**src/rtl/sine_pwm_pkg.sv**
```systemverilog
// Shared FSM state type, default parameter values and duty midpoint helper
// for the multi-channel sine PWM generator.
package sine_pwm_pkg;

    typedef enum logic [1:0] {
        ST_IDLE = 2'd0,
        ST_RUN  = 2'd1,
        ST_STOP = 2'd2
    } pwm_state_t;

    localparam int DEF_N_CH     = 3;
    localparam int DEF_PWM_W    = 8;
    localparam int DEF_PHASE_W  = 16;
    localparam int DEF_LUT_AW   = 6;
    localparam int DEF_DEAD_CYC = 2;

    // Duty word for zero sine amplitude: half of the PWM period.
    function automatic int duty_mid(input int pwm_w);
        return 1 << (pwm_w - 1);
    endfunction

endpackage

```
**src/rtl/sine_lut_q.sv**
```systemverilog
// Combinational quarter-wave sine ROM, 2^LUT_AW entries of PWM_W-1 bits,
// filled at elaboration with round(A*sin(pi/2*(i+0.5)/2^LUT_AW)).
module sine_lut_q #(
    parameter int PWM_W  = 8,
    parameter int LUT_AW = 6
) (
    input  logic [LUT_AW-1:0] i_idx,
    output logic [PWM_W-2:0]  o_val
);

    localparam int  DEPTH   = 1 << LUT_AW;
    localparam int  AMP     = (1 << (PWM_W - 1)) - 1;
    localparam real HALF_PI = 1.5707963267948966;

    logic [PWM_W-2:0] w_rom [DEPTH];

    genvar gi;
    generate
        for (gi = 0; gi < DEPTH; gi++) begin : g_rom
            // Half-step sample point keeps the table symmetric under mirroring.
            localparam real ANGLE = HALF_PI * (real'(gi) + 0.5) / real'(DEPTH);
            localparam int  ENTRY = $rtoi(real'(AMP) * $sin(ANGLE) + 0.5);
            assign w_rom[gi] = ENTRY[PWM_W-2:0];
        end
    endgenerate

    assign o_val = w_rom[i_idx];

endmodule

```
**src/rtl/sine_pwm_multi.sv**
```systemverilog
// Multi-channel DDS sine PWM generator with graceful stop.
// Optional complementary outputs with dead time: define SINE_PWM_COMPL_EN.
module sine_pwm_multi
    import sine_pwm_pkg::*;
#(
    parameter int N_CH    = DEF_N_CH,
    parameter int PWM_W   = DEF_PWM_W,
    parameter int PHASE_W = DEF_PHASE_W,
    parameter int LUT_AW  = DEF_LUT_AW
`ifdef SINE_PWM_COMPL_EN
    ,
    parameter int DEAD_CYC = DEF_DEAD_CYC
`endif
) (
    input  logic                    clk_100,
    input  logic                    rst_n,
    input  logic                    en,
    input  logic [PHASE_W-1:0]      ftw,
    input  logic [N_CH*PHASE_W-1:0] phase_off,
    output logic [N_CH-1:0]         sine,
    output logic                    period_tick,
    output logic                    busy
`ifdef SINE_PWM_COMPL_EN
    ,
    output logic [N_CH-1:0]         sine_n
`endif
);

    localparam logic [PWM_W-1:0] CNT_MAX  = '1;
    localparam logic [PWM_W-1:0] CNT_ONE  = PWM_W'(1);
    localparam logic [PWM_W-1:0] DUTY_MID = PWM_W'(duty_mid(PWM_W));

    pwm_state_t              r_state;
    pwm_state_t              w_state_next;
    logic [PWM_W-1:0]        r_cnt;
    logic [PWM_W-1:0]        w_cnt_next;
    logic [PHASE_W-1:0]      r_acc;
    logic [PHASE_W-1:0]      r_ftw;
    logic [N_CH*PHASE_W-1:0] r_off;
    logic [N_CH*PHASE_W-1:0] w_off_next;
    logic                    r_tick;
    logic                    r_busy;
    logic                    w_running;
    logic                    w_period_end;
    logic                    w_load;
    logic                    w_tick_next;
    logic [N_CH-1:0]         w_sine_vec;

    always_ff @(posedge clk_100 or negedge rst_n) begin
        if (!rst_n) begin
            r_state <= ST_IDLE;
        end else begin
            r_state <= w_state_next;
        end
    end

    // A run request in STOP wins over the end-of-period return to IDLE.
    always_comb begin
        w_state_next = r_state;
        case (r_state)
            ST_IDLE: if (en) w_state_next = ST_RUN;
            ST_RUN:  if (!en) w_state_next = ST_STOP;
            ST_STOP: begin
                if (en) begin
                    w_state_next = ST_RUN;
                end else if (r_cnt == CNT_MAX) begin
                    w_state_next = ST_IDLE;
                end
            end
            default: w_state_next = ST_IDLE;
        endcase
    end

    always_comb begin
        w_running    = (r_state != ST_IDLE);
        w_period_end = w_running && (r_cnt == CNT_MAX);
        w_load       = !w_running || w_period_end;
        w_cnt_next   = w_running ? (r_cnt + CNT_ONE) : '0;
        w_tick_next  = (w_cnt_next == CNT_MAX);
    end

    assign w_off_next = w_load ? phase_off : r_off;

    // Outputs are registered from the current state and count, so busy and
    // sine trail the FSM by one cycle; period_tick is aligned to cnt.
    always_ff @(posedge clk_100 or negedge rst_n) begin
        if (!rst_n) begin
            r_cnt  <= '0;
            r_acc  <= '0;
            r_ftw  <= '0;
            r_off  <= '0;
            r_tick <= 1'b0;
            r_busy <= 1'b0;
        end else begin
            r_cnt  <= w_cnt_next;
            r_tick <= w_tick_next;
            r_busy <= w_running;
            r_off  <= w_off_next;
            if (w_period_end) begin
                r_acc <= r_acc + r_ftw;
            end
            if (w_load) begin
                r_ftw <= ftw;
            end
        end
    end

`ifdef SINE_PWM_COMPL_EN
    localparam int               LOW_W   = $clog2(DEAD_CYC + 2);
    localparam logic [LOW_W-1:0] LOW_SAT = LOW_W'(DEAD_CYC + 1);
    localparam logic [LOW_W-1:0] LOW_ONE = LOW_W'(1);

    logic [N_CH-1:0] w_sine_n_vec;
`else
    // Single-ended outputs only.
`endif

    genvar gi;
    generate
        for (gi = 0; gi < N_CH; gi++) begin : g_ch
            logic [PHASE_W-1:0] w_phase;
            logic [LUT_AW-1:0]  w_idx;
            logic [PWM_W-2:0]   w_lut;
            logic [PWM_W-1:0]   w_duty_new;
            logic [PWM_W-1:0]   r_duty;
            logic               w_sine_next;
            logic               r_sine;
            logic               w_unused_phase;

            // Duty is computed from the pre-increment accumulator.
            assign w_phase        = r_acc + w_off_next[gi*PHASE_W +: PHASE_W];
            assign w_unused_phase = ^w_phase;
            assign w_idx          = w_phase[PHASE_W-2] ? ~w_phase[PHASE_W-3 -: LUT_AW]
                                                       :  w_phase[PHASE_W-3 -: LUT_AW];

            sine_lut_q #(
                .PWM_W  (PWM_W),
                .LUT_AW (LUT_AW)
            ) u_lut (
                .i_idx (w_idx),
                .o_val (w_lut)
            );

            assign w_duty_new  = w_phase[PHASE_W-1] ? (DUTY_MID - {1'b0, w_lut})
                                                    : (DUTY_MID + {1'b0, w_lut});
            assign w_sine_next = w_running && (r_cnt < r_duty);

            always_ff @(posedge clk_100 or negedge rst_n) begin
                if (!rst_n) begin
                    r_duty <= DUTY_MID;
                    r_sine <= 1'b0;
                end else begin
                    if (w_load) begin
                        r_duty <= w_duty_new;
                    end
                    r_sine <= w_sine_next;
                end
            end

            assign w_sine_vec[gi] = r_sine;

`ifdef SINE_PWM_COMPL_EN
            logic [LOW_W-1:0] r_low_cnt;
            logic [LOW_W-1:0] w_low_next;
            logic             r_sine_n;

            // Counts consecutive low cycles of sine; sine_n rises once the
            // dead time has elapsed and falls together with sine rising.
            always_comb begin
                w_low_next = r_low_cnt;
                if (w_sine_next) begin
                    w_low_next = '0;
                end else if (r_low_cnt != LOW_SAT) begin
                    w_low_next = r_low_cnt + LOW_ONE;
                end
            end

            always_ff @(posedge clk_100 or negedge rst_n) begin
                if (!rst_n) begin
                    r_low_cnt <= '0;
                    r_sine_n  <= 1'b0;
                end else begin
                    r_low_cnt <= w_low_next;
                    r_sine_n  <= w_running && !w_sine_next && (w_low_next == LOW_SAT);
                end
            end

            assign w_sine_n_vec[gi] = r_sine_n;
`endif
        end
    endgenerate

    assign sine        = w_sine_vec;
    assign period_tick = r_tick;
    assign busy        = r_busy;

`ifdef SINE_PWM_COMPL_EN
    assign sine_n = w_sine_n_vec;
`endif

endmodule
```
**config.mk**
```make
export PLATFORM = sky130hd
export DESIGN_NAME = sine_pwm_multi
export DESIGN_NICKNAME = d
export VERILOG_FILES = /design/src/rtl/sine_pwm_pkg.sv /design/src/rtl/sine_lut_q.sv /design/src/rtl/sine_pwm_multi.sv
export SDC_FILE = /design/constraint.sdc
export NUM_CORES = 1
export LEC_CHECK = 0
export CAP_MARGIN = 20
export CORE_MARGIN = 5
export CORE_UTILIZATION = 31
export CTS_BUF_LIST = sky130_fd_sc_hd__clkbuf_16
export DETAILED_ROUTE_END_ITERATION = 8
export PLACE_DENSITY = 0.58
export SLEW_MARGIN = 20
export SYNTH_ARGS = -nofsm -noshare
export SYNTH_HDL_FRONTEND = slang
export SYNTH_SLANG_ARGS = --single-unit
```
**constraint.sdc**
```tcl
create_clock -name clk_100 -period 12.4 [get_ports clk_100]
set_clock_uncertainty 0.2 [all_clocks]
set_input_delay 3.1 -clock clk_100 [delete_from_list [all_inputs] [get_ports clk_100]]
set_output_delay 3.1 -clock clk_100 [all_outputs]
set_load 0.1 [all_outputs]
```
==> results of run 1 <==
==> placed cells by master (no fill, tap or decap), types with 7 or more instances in the layout <==
cell	Yosys	final
nor2_1	100	100
a21o_1	28	28
a211oi_1	18	18
or2_2	7	7
o31ai_1	9	9
o211ai_1	20	20
a221oi_1	10	10
nand4_1	13	13
xnor2_1	31	31
xor2_1	19	19
o2111ai_1	9	9
nand3_1	43	43
o211a_1	9	9
mux2_2	8	8
nand2_1	284	284
and3_1	17	17
dfrtp_1	116	116
and2_1	12	12
o21ai_1	17	16
mux2i_1	24	24
nor4_1	12	12
nor3_1	19	18
inv_1	58	59
nand2b_1	19	19
o21ai_0	74	74
nor2b_1	10	10
clkdlybuf4s50_1	0	70
o22ai_1	17	17
o21a_1	23	23
buf_4	6	7
a21boi_0	9	9
ha_1	112	112
a31oi_1	9	9
clkbuf_16	0	17
a21oi_1	100	100
==> sequential cells by signal (all words and copies together), names as in the netlist, 2 cells and up <==
name,count
r_state,2
r_off,48
g_ch.r_sine,3
g_ch.r_duty,24
r_acc,16
r_ftw,16
r_cnt,8
==> logic make-up (layout without fill, tap and decap cells) <==
group | after synthesis | after routing
xor+xnor | 62 | 62
buf+inv | 122 | 172
compound gates | 450 | 450
mux | 36 | 36
simple gates | 578 | 578
fa+ha+maj | 113 | 113
flops | 119 | 119
==> layer usage <==
layer | GRT usage (%) | vias up | part of all wire (%)
li1 | - | 5503 | -
met1 | 23.3 | 5301 | 47
met2 | 27.4 | 364 | 46
met3 | 1.98 | 81 | 4.2
met4 | 6.56 | 0 | 3.6
met5 | 0 | - | 0
==> report_power, final <==
part	total [uW]	switching, uW	internal [uW]
logic	930	571	359
clock network	499	187	312
registers	498	36.9	461
==> area by class of cell <==
type | count | area share (%)
Inverter | 64 | 1.76
Clock inverter | 14 | 1.18
Multi-Input combinational cell | 1239 | 61.9
Clock buffer | 17 | 3.12
Tap cell | 511 | 4.69
Timing Repair Buffer | 77 | 5.52
Sequential cell | 119 | 21.9
==> worst reg2reg max path, stage by stage, from the launching register on <==
cell,delay [ns]
dfrtp_1,0.44
ha_1,0.26
nand3_1,0.20
o21ai_4,0.60
buf_4,0.68
nand2_1,0.16
nand2_1,0.12
ha_1,0.38
a21oi_1,0.15
o21ai_1,0.43
nor3_1,0.10
a2111oi_1,0.56
nand3_1,0.64
xnor2_1,0.57
inv_1,0.21
ha_1,0.27
o21ai_0,0.12
o31a_1,0.20
o221ai_1,0.11
a2111o_1,0.49
o211ai_2,0.13
ha_1,0.21
and3_1,0.18
xnor2_1,0.08
mux2_2,0.26
o21ai_1,0.11
==> metrics by stage <==
| stage | total power, uW | hold WS [ns] | instances | instance area [um2] | setup WS (ns) |
|---|---|---|---|---|---|
| 3_3_place_gp | 1420 | 0.254 | 2010 | 13000 | 3.30 |
| 5_1_grt | 2060 | 0.296 | 2041 | 13600 | 2.89 |
| 4_1_cts | 1930 | 0.271 | 2041 | 13600 | 3.62 |
| 2_1_floorplan | 1190 | 0.238 | 1480 | 11900 | 4.80 |
| 3_5_place_dp | 1420 | 0.258 | 2010 | 13100 | 3.20 |
| 6_report | 1930 | 0.263 | 2041 | 13600 | 3.55 |
==> final timing paths <==
check | start | endpoint | cells after the start
max in group asynchronous | rst_n | r_off[29] | 2
min | r_off[22] | r_off[22] | 2
max | phase_off[43] | g_ch[2].r_duty[4] | 22
min in group asynchronous | rst_n | r_ftw[5] | 1
max reg2reg | r_cnt[0] | g_ch[2].r_duty[4] | 25
min reg2reg | r_off[22] | r_off[22] | 2
==> metrics.cfg, run 1 <==
[drt]
first_pass_iters = 6
ant_nets = 0
vias_per_cell = 5.51
drt_wl_total_um = 36200
num_vias = 11200
route.detailed.drc = 0
first_iter_violations = 1050
route.detailed.wl_per_inst_um = 17.7

[sta]
min_period_ns = 8.85
grt_setup_unrepaired = no
hold_viol_final = 0
final-setup-viol-count = 0
tns_ns = 0
maxSlewHeadroom_pct = 34.1
tightest_slew_ns = 0.985
slew_viol_final = 0
max_freq_ghz = 0.113
period_share_pct = 71.4

[grt]
grt_pass1_wl_um = 58000
grt_max_degree = 71
grt_overflow_total = 0
antenna_found_initial = 0
grt_usage_pct = 17.0
first_global_vias = 10800

[synth]
synth_common_cells = 284 x nand2_1, 116 x dfrtp_1, 112 x ha_1
synth_area_per_cell_um2 = 8.04
synth_edf_count = 0
synthAdderAreaFrac_pct = 11.9
yosys_warnings = 0
synth_top_area_share_pct = 24.4
synthCells = 1480
yosysTopAreaCell = dfrtp_1
synthFlopType = dfrtp_1
syn_nets = 1660
synth_compound_area_share_pct = 26.9
synth.most_common_cell = nand2_1
synth-xor-area-share_pct = 5.74
async_flop_share_pct = 100
ys_top_cells_by_area = dfrtp_1 24%, ha_1 12%, nand2_1 9.0%, a21oi_1 4.2%, nor2_1 3.2%
synth_cell_types = 115
synthMuxAreaShare_pct = 3.37
synth_sequential_area_ratio_pct = 25.0
synth-seq-cells = 119
synth_area_um2 = 11900
synthSimpleGateAreaFrac_pct = 22.8
synth_top_family_by_area = compound AO/OA/AOI/OAI gates

[cells_and_area]
drive_above_1_share_pct = 7.91
antennaDiodeCount = 0
fillerInstances = 3913
areaGrowthSynthToFinish_pct = 14.6
multi_input_area_um2 = 8440
ff_latch_area_um2 = 2980
final_nets = 1698
finalCoreUtilization_pct = 36.1

[placement]
hpwl_um = 27200
portBuffers = 71
gp_congestion = 0.932

[setup_path]
critPathMostFrequentCell = ha_1
crit_chain = clkdlybuf4s50_1 > nand2_1 > nand2_1 > ha_1 > a21oi_1 > o21ai_1 > nor3_1 > a2111oi_1 > nand3_1 > xnor2_1 > inv_1 > ha_1 > o21ai_0 > o31a_1 > o221ai_1 > a2111o_1 > o211ai_2 > ha_1 > and3_1 > xnor2_1 > mux2_2 > o21ai_1
startpoint_type = input pin
required_ns = 12.54
worstPathMaxFanout = 16
path_delay_family = compound AO/OA/AOI/OAI gates
critical_path_arrival_ns = 8.99
slowest_stage = nand3_1
end_kind = flip-flop
slowest_delay_ns = 0.64
path_class = in2reg
r2r_slack_ns = 4.49
cp_num_buf_inv = 2

[cts]
ctsHoldBuffers = 0
clk_latency_ns = 0.42
cts_tree = built
clk_pin_slew_ns = 0.05
clk_path_buf_depth = 2
htree_levels = 4
numClockSinks = 119
cts_buffers = 17
post_cts_resize_count = 0
post_cts_buffers = 0
ctsRootBufferMaster = clkbuf_16

[hold_path]
hp-class = reg2reg

[power]
max-vdd-ir-drop_mv = 0.0706
p_leak_uw = 0.00625
p_per_area_nw_per_um2 = 141

[die]
row_count = 71
die_y_um = 206
die_area_um2 = 42400
core_um2 = 37800
die_x_um = 206
initial_utilization_pct = 31.5
io_pins = 72

[status]
status = finished clean

[run]
max_cap_violations = 0

Power figures use the tool's default switching activity.
==> run 2: changes to the inputs <==
clock period = 8.6 ns   (was 12.4 ns; I/O delays follow)
==> run 2 against run 1 <==
Sequential power up 44%. Hold slack improved by 0.0038 ns. Global-route usage is 0.19 points lower. Register-to-register slack lost 2.9 ns. Clock-buffer cell count is the same. First-iteration DRC count down 14%. Combinational power grew 45%. Flip-flop and latch count unchanged. Power rose by 44%. Final cell count is 0.34% higher. Routed wire length is 1.4% lower. Core utilization rose by 0.093 points. Largest power group unchanged. Highest routed layer unchanged.
==> metrics.cfg, run 2 (same netlist as run 1, synthesis figures left out) <==
[status]
status = finished clean

[drt]
vias_per_cell = 5.52  ; +0.15%
num_vias = 11300  ; +0.50%
drt_wl_total_um = 35700  ; -1.4%
first_pass_iters = 5  ; -1
first_iter_violations = 907  ; -14%
ant_nets = 0  ; unchanged
route.detailed.wl_per_inst_um = 17.4  ; -1.7%
route.detailed.drc = 0  ; unchanged

[cts]
post_cts_buffers = 0  ; unchanged
numClockSinks = 119  ; unchanged
htree_levels = 4  ; unchanged
cts_buffers = 17  ; unchanged
clk_pin_slew_ns = 0.05  ; about the same
clk_latency_ns = 0.43  ; about the same
ctsRootBufferMaster = clkbuf_16
clk_path_buf_depth = 2  ; unchanged
cts_tree = built
ctsHoldBuffers = 0  ; unchanged
post_cts_resize_count = 0  ; unchanged

[die]
initial_utilization_pct = 31.5  ; unchanged
core_um2 = 37800  ; unchanged
io_pins = 72  ; unchanged
die_area_um2 = 42400  ; unchanged
die_x_um = 206  ; unchanged
die_y_um = 206  ; unchanged
row_count = 71  ; unchanged

[setup_path]
end_kind = flip-flop
crit_chain = clkdlybuf4s50_1 > nand2_1 > nand2_1 > ha_1 > a21oi_1 > o21ai_1 > nor3_1 > a2111oi_1 > nand3_1 > buf_4 > xnor2_1 > inv_1 > ha_1 > o21ai_0 > o31a_1 > o221ai_1 > a2111o_1 > o211ai_2 > ha_1 > and3_1 > xnor2_1 > mux2_2 > o21ai_1
cp_num_buf_inv = 3  ; +1
path_delay_family = compound AO/OA/AOI/OAI gates
critPathMostFrequentCell = ha_1
startpoint_type = input pin
required_ns = 8.75  ; -3.79 ns
critical_path_arrival_ns = 7.49  ; -1.50 ns
slowest_stage = ha_1
worstPathMaxFanout = 16  ; unchanged
path_class = in2reg
slowest_delay_ns = 0.55  ; -0.09 ns
r2r_slack_ns = 1.57  ; -2.92 ns
r2r_cells = 27  ; +8.0%
worstReg2RegEnd = g_ch[0].r_duty[4]
r2r_start = r_cnt[0]

[grt]
first_global_vias = 10700  ; -1.3%
grt_pass1_wl_um = 57500  ; -0.94%
antenna_found_initial = 0  ; unchanged
grt_overflow_total = 0  ; unchanged
grt_usage_pct = 16.8  ; -0.19 points
grt_max_degree = 71  ; unchanged

[sta]
hold_viol_final = 0  ; unchanged
period_share_pct = 85.3
grt_setup_unrepaired = no
maxSlewHeadroom_pct = 33.6  ; -0.48 points
tns_ns = 0  ; unchanged
tightest_slew_ns = 0.992  ; +0.00715 ns
min_period_ns = 7.34
worst_hold_slack_ns = 0.267  ; +0.00379 ns
slew_viol_final = 0  ; unchanged
final-setup-viol-count = 0  ; unchanged
max_freq_ghz = 0.136

[cells_and_area]
fillerInstances = 3931  ; +0.46%
antennaDiodeCount = 0  ; unchanged
drive_above_1_share_pct = 8.13  ; +0.22 points
layout_common_cells = 284 x nand2_1, 116 x dfrtp_1, 112 x ha_1
regMostFlops = r_off
largest_reg_flops = 48  ; unchanged
largest_registers = r_off x48, g_ch.r_duty x24
multi_input_area_um2 = 8430  ; about the same
layout_commonest_cell = nand2_1
final_nets = 1706  ; +0.47%
finalCoreUtilization_pct = 36.2  ; +0.093 points
areaGrowthSynthToFinish_pct = 14.9
ff_latch_area_um2 = 2980  ; unchanged

[run]
max_cap_violations = 0  ; unchanged

[hold_path]
hp-class = reg2reg
hold_end = r_off[5]
hold_path_startpoint = r_off[5]
hold_depth = 2  ; unchanged

[placement]
gp_congestion = 0.909  ; -2.5%
portBuffers = 71  ; unchanged
hpwl_um = 26900  ; -1.3%

[power]
p_leak_uw = 0.00629  ; +0.62%
max-vdd-ir-drop_mv = 0.106  ; +50%
p_per_area_nw_per_um2 = 203  ; +44%

run 2: area by class of cell:
| cell class | count | share of cell area, % |
|---|---|---|
| clock buffers | 17 | 3.11 |
| clock inverters | 13 | 1.03 |
| inverters | 64 | 1.76 |
| multi-input cells | 1239 | 61.7 |
| flip-flops and latches | 119 | 21.8 |
| well taps | 511 | 4.68 |
| repair buffers | 85 | 5.95 |
run 2: through the flow:
| stage | instances | setup WS [ns] | area [um2] | total power, uW |
|---|---|---|---|---|
| 2_1_floorplan | 1480 | 1.95 | 11900 | 1710 |
| 3_3_place_gp | 2018 | 1.10 | 13100 | 2050 |
| 3_5_place_dp | 2018 | 0.953 | 13100 | 2050 |
| 4_1_cts | 2048 | 1.37 | 13700 | 2770 |
| 5_1_grt | 2048 | 0.869 | 13700 | 2970 |
| 6_report | 2048 | 1.26 | 13700 | 2770 |
run 2: worst max path at each step:
| stage | slack, ns | cells after the start | start | endpoint |
|---|---|---|---|---|
| 2_1_floorplan | 1.95 | 24 | phase_off[8] | g_ch[0].r_duty[4] |
| 6_report | 1.26 | 23 | phase_off[43] | g_ch[2].r_duty[4] |
| 4_1_cts | 1.37 | 23 | phase_off[43] | g_ch[2].r_duty[4] |
| 3_5_place_dp | 0.95 | 23 | phase_off[43] | g_ch[2].r_duty[4] |
| 3_3_place_gp | 1.10 | 20 | phase_off[43] | g_ch[2].r_duty[5] |
| 5_1_grt | 0.87 | 23 | phase_off[43] | g_ch[2].r_duty[4] |
run 2: layer usage:
| metal | track usage, % | vias up | share of wire, % |
|---|---|---|---|
| met3 | 2.23 | 44 | 4.5 |
| met1 | 23.0 | 5398 | 47 |
| met4 | 4.02 | 0 | 1.6 |
| met2 | 28.2 | 359 | 47 |
| li1 | - | 5504 | - |
| met5 | 0 | - | 0 |
run 2: worst min-delay path, delay by kind of cell (launching register included):
| family | cells | cell delay, ns |
|---|---|---|
| and+or+nand+nor | 2 | 0.11 |
| DFF | 1 | 0.32 |
run 2: where the power goes:
| group | leakage (uW) | internal [uW] | switching [uW] | total, uW |
|---|---|---|---|---|
| Combinational | 0.00453 | 522 | 826 | 1350 |
| Clock | 0.000286 | 445 | 262 | 707 |
| Sequential | 0.00147 | 665 | 53.5 | 719 |
| Total | 0.00629 | 1630 | 1140 | 2770 |
==> patch: new RTL, settings of run 2 <==
`DEF_N_CH`: 3 -> 5.
--- a/src/rtl/sine_pwm_pkg.sv
+++ b/src/rtl/sine_pwm_pkg.sv
@@ -8,7 +8,7 @@
         ST_STOP = 2'd2
     } pwm_state_t;
 
-    localparam int DEF_N_CH     = 3;
+    localparam int DEF_N_CH     = 5;
     localparam int DEF_PWM_W    = 8;
     localparam int DEF_PHASE_W  = 16;
     localparam int DEF_LUT_AW   = 6;
Ports: changed (resized phase_off and sine); port bits go from 72 to 106. No check against the original RTL was run, so the function may have changed too.
==> patch against run 2 <==
- sequential power is 49% higher
- final area is 48% higher
- die area is 47% higher
- power is 56% higher
- sequential cell count is 50 higher
- synthesized area is 50% higher
- critical path type is now reg2reg
- register-to-register slack worse by 0.40 ns
- routed wire length is 69% higher
- clock power is 18% higher
- utilization is 0.90 points lower
- worst setup slack worse by 0.093 ns
==> patch: results (changes against run 2) <==
[outcome]
status = finished, final reports clean

[yosys]
synthDistinctLibCells = 118  ; +2.6%
synth-compound-area-share_pct = 27.3  ; +0.41 points
synth_commonest_cells = nand2_1, ha_1, dfrtp_1
yosys.area_share.xor_xnor_pct = 5.55  ; -0.19 points
synth.area.mux_share_pct = 1.87  ; -1.5 points
synthAdderAreaFrac_pct = 12.4  ; +0.49 points
synth_flop_cell = dfrtp_1
synth_area_leaders = dfrtp_1, ha_1, nand2_1, a21oi_1, o21ai_0
ys_seq_area_share_pct = 23.7  ; -1.3 points
syn-num-nets = 2573  ; +55%
yosysWarnings = 0  ; unchanged
synth_top_family_by_area = compound AO/OA/AOI/OAI gates
syn_avg_cell_area_sq_um = 7.78  ; -3.3%
synthArstFlopShare_pct = 100  ; unchanged

[global_route]
grt_pass1_wl_mm = 94.5  ; +64%
grt_pass1_vias = 17000  ; +59%
grt_max_degree = 73  ; +2.8%
grt_usage_pct = 18.6  ; +1.8 points
antenna_found_initial = 1  ; +1

[cells_and_area]
top_regs = r_off (80), g_ch.r_duty (40)
num_antenna_cells = 0  ; unchanged
fin_cells = 3122  ; +52%
drive_gt1_share_pct = 6.07  ; -2.1 points
nFillCells = 5941  ; +51%

[clocking]
clockBufferDepth = 2  ; unchanged
cts_resized = 0  ; unchanged
h-tree-depth = 4  ; unchanged
clk_latency_ns = 0.48  ; +0.05 ns
clk_pin_slew_worst_paths_ns = 0.06
cts_root_buf = clkbuf_16

[worst_setup_path]
cpPeakStageDelay_ns = 0.72  ; +0.17 ns
path_delay_family = compound AO/OA/AOI/OAI gates
arrival_ns = 7.64  ; +0.15 ns
crit_path_max_fanout = 26  ; +10
cp_slowest_cell = xnor2_1

[route]
avgRoutedWirePerCell_microns = 19.3  ; +11%
route.vias.total = 17700  ; +56%
dr.pass1.iters = 7  ; +2
dr.first_iter.drc_count = 1376  ; +52%

[place]
placed_area_sq_um = 19600  ; +50%
gp_congestion = 0.941  ; +3.5%
port_buffers = 105  ; +48%
dp_hpwl_mm = 45.9  ; +71%

[power_and_ir_drop]
netSwitchingPower_mw = 1.96  ; +72%
leakagePower_nw = 9.32  ; +48%
ir_drop_uv = 183  ; +73%

[hold_path]
hp-class = reg2reg

[sta]
relSlewSlack_pct = 33.0  ; -0.65 points

## patch: layer usage
layer	part of all wire, %	vias up	GRT usage, %
met5	0.022	-	0
met4	3.1	2	6.36
li1	-	8546	-
met3	5.2	89	2.75
met1	47	8483	26.0
met2	45	570	29.6
## patch: cell type report
class	count	share of cell area, %
Clock buffer	17	2.10
Clock inverter	14	0.890
Inverter	98	1.82
Multi-Input combinational cell	1921	63.0
Sequential cell	169	20.9
Tap cell	765	4.73
Timing Repair Buffer	138	6.54
## patch: per-stage QoR
stage          setup slack (ns)  util, %  power (mW)
2_1_floorplan              1.71        -        2.84
3_5_place_dp              0.768     34.3        3.47
4_1_cts                    1.16     35.3        4.33
3_3_place_gp              0.921     34.3        3.47
6_report                   1.17     35.3        4.32
5_1_grt                   0.640     35.3        4.67
## patch: path summary, 6_finish.rpt
path | start | end | slack, ns | cells past startpoint
max | r_cnt[0] | g_ch[1].r_duty[5] | 1.17 | 24
min | r_off[30] | r_off[30] | 0.27 | 2
max reg2reg | r_cnt[0] | g_ch[1].r_duty[5] | 1.17 | 24
min reg2reg | r_off[30] | r_off[30] | 0.27 | 2
min in group asynchronous | rst_n | r_ftw[9] | 1.40 | 1
max in group asynchronous | rst_n | g_ch[2].r_duty[2] | 5.49 | 2
## patch: tightest hold or removal path, delay by kind of cell (launching register included)
kind | cells | cell delay [ns]
DFF | 1 | 0.33
and+or+nand+nor | 2 | 0.11
## patch: power groups by stage
stage                     combinational (mW)  clock (mW)  sequential (mW)
after CTS                               2.39       0.862             1.08
after global routing                    2.69       0.890             1.10
final                                   2.41       0.833             1.07
after global placement                  2.39           0             1.09
after detailed placement                2.38           0             1.09
after floorplan                         1.79           0             1.05
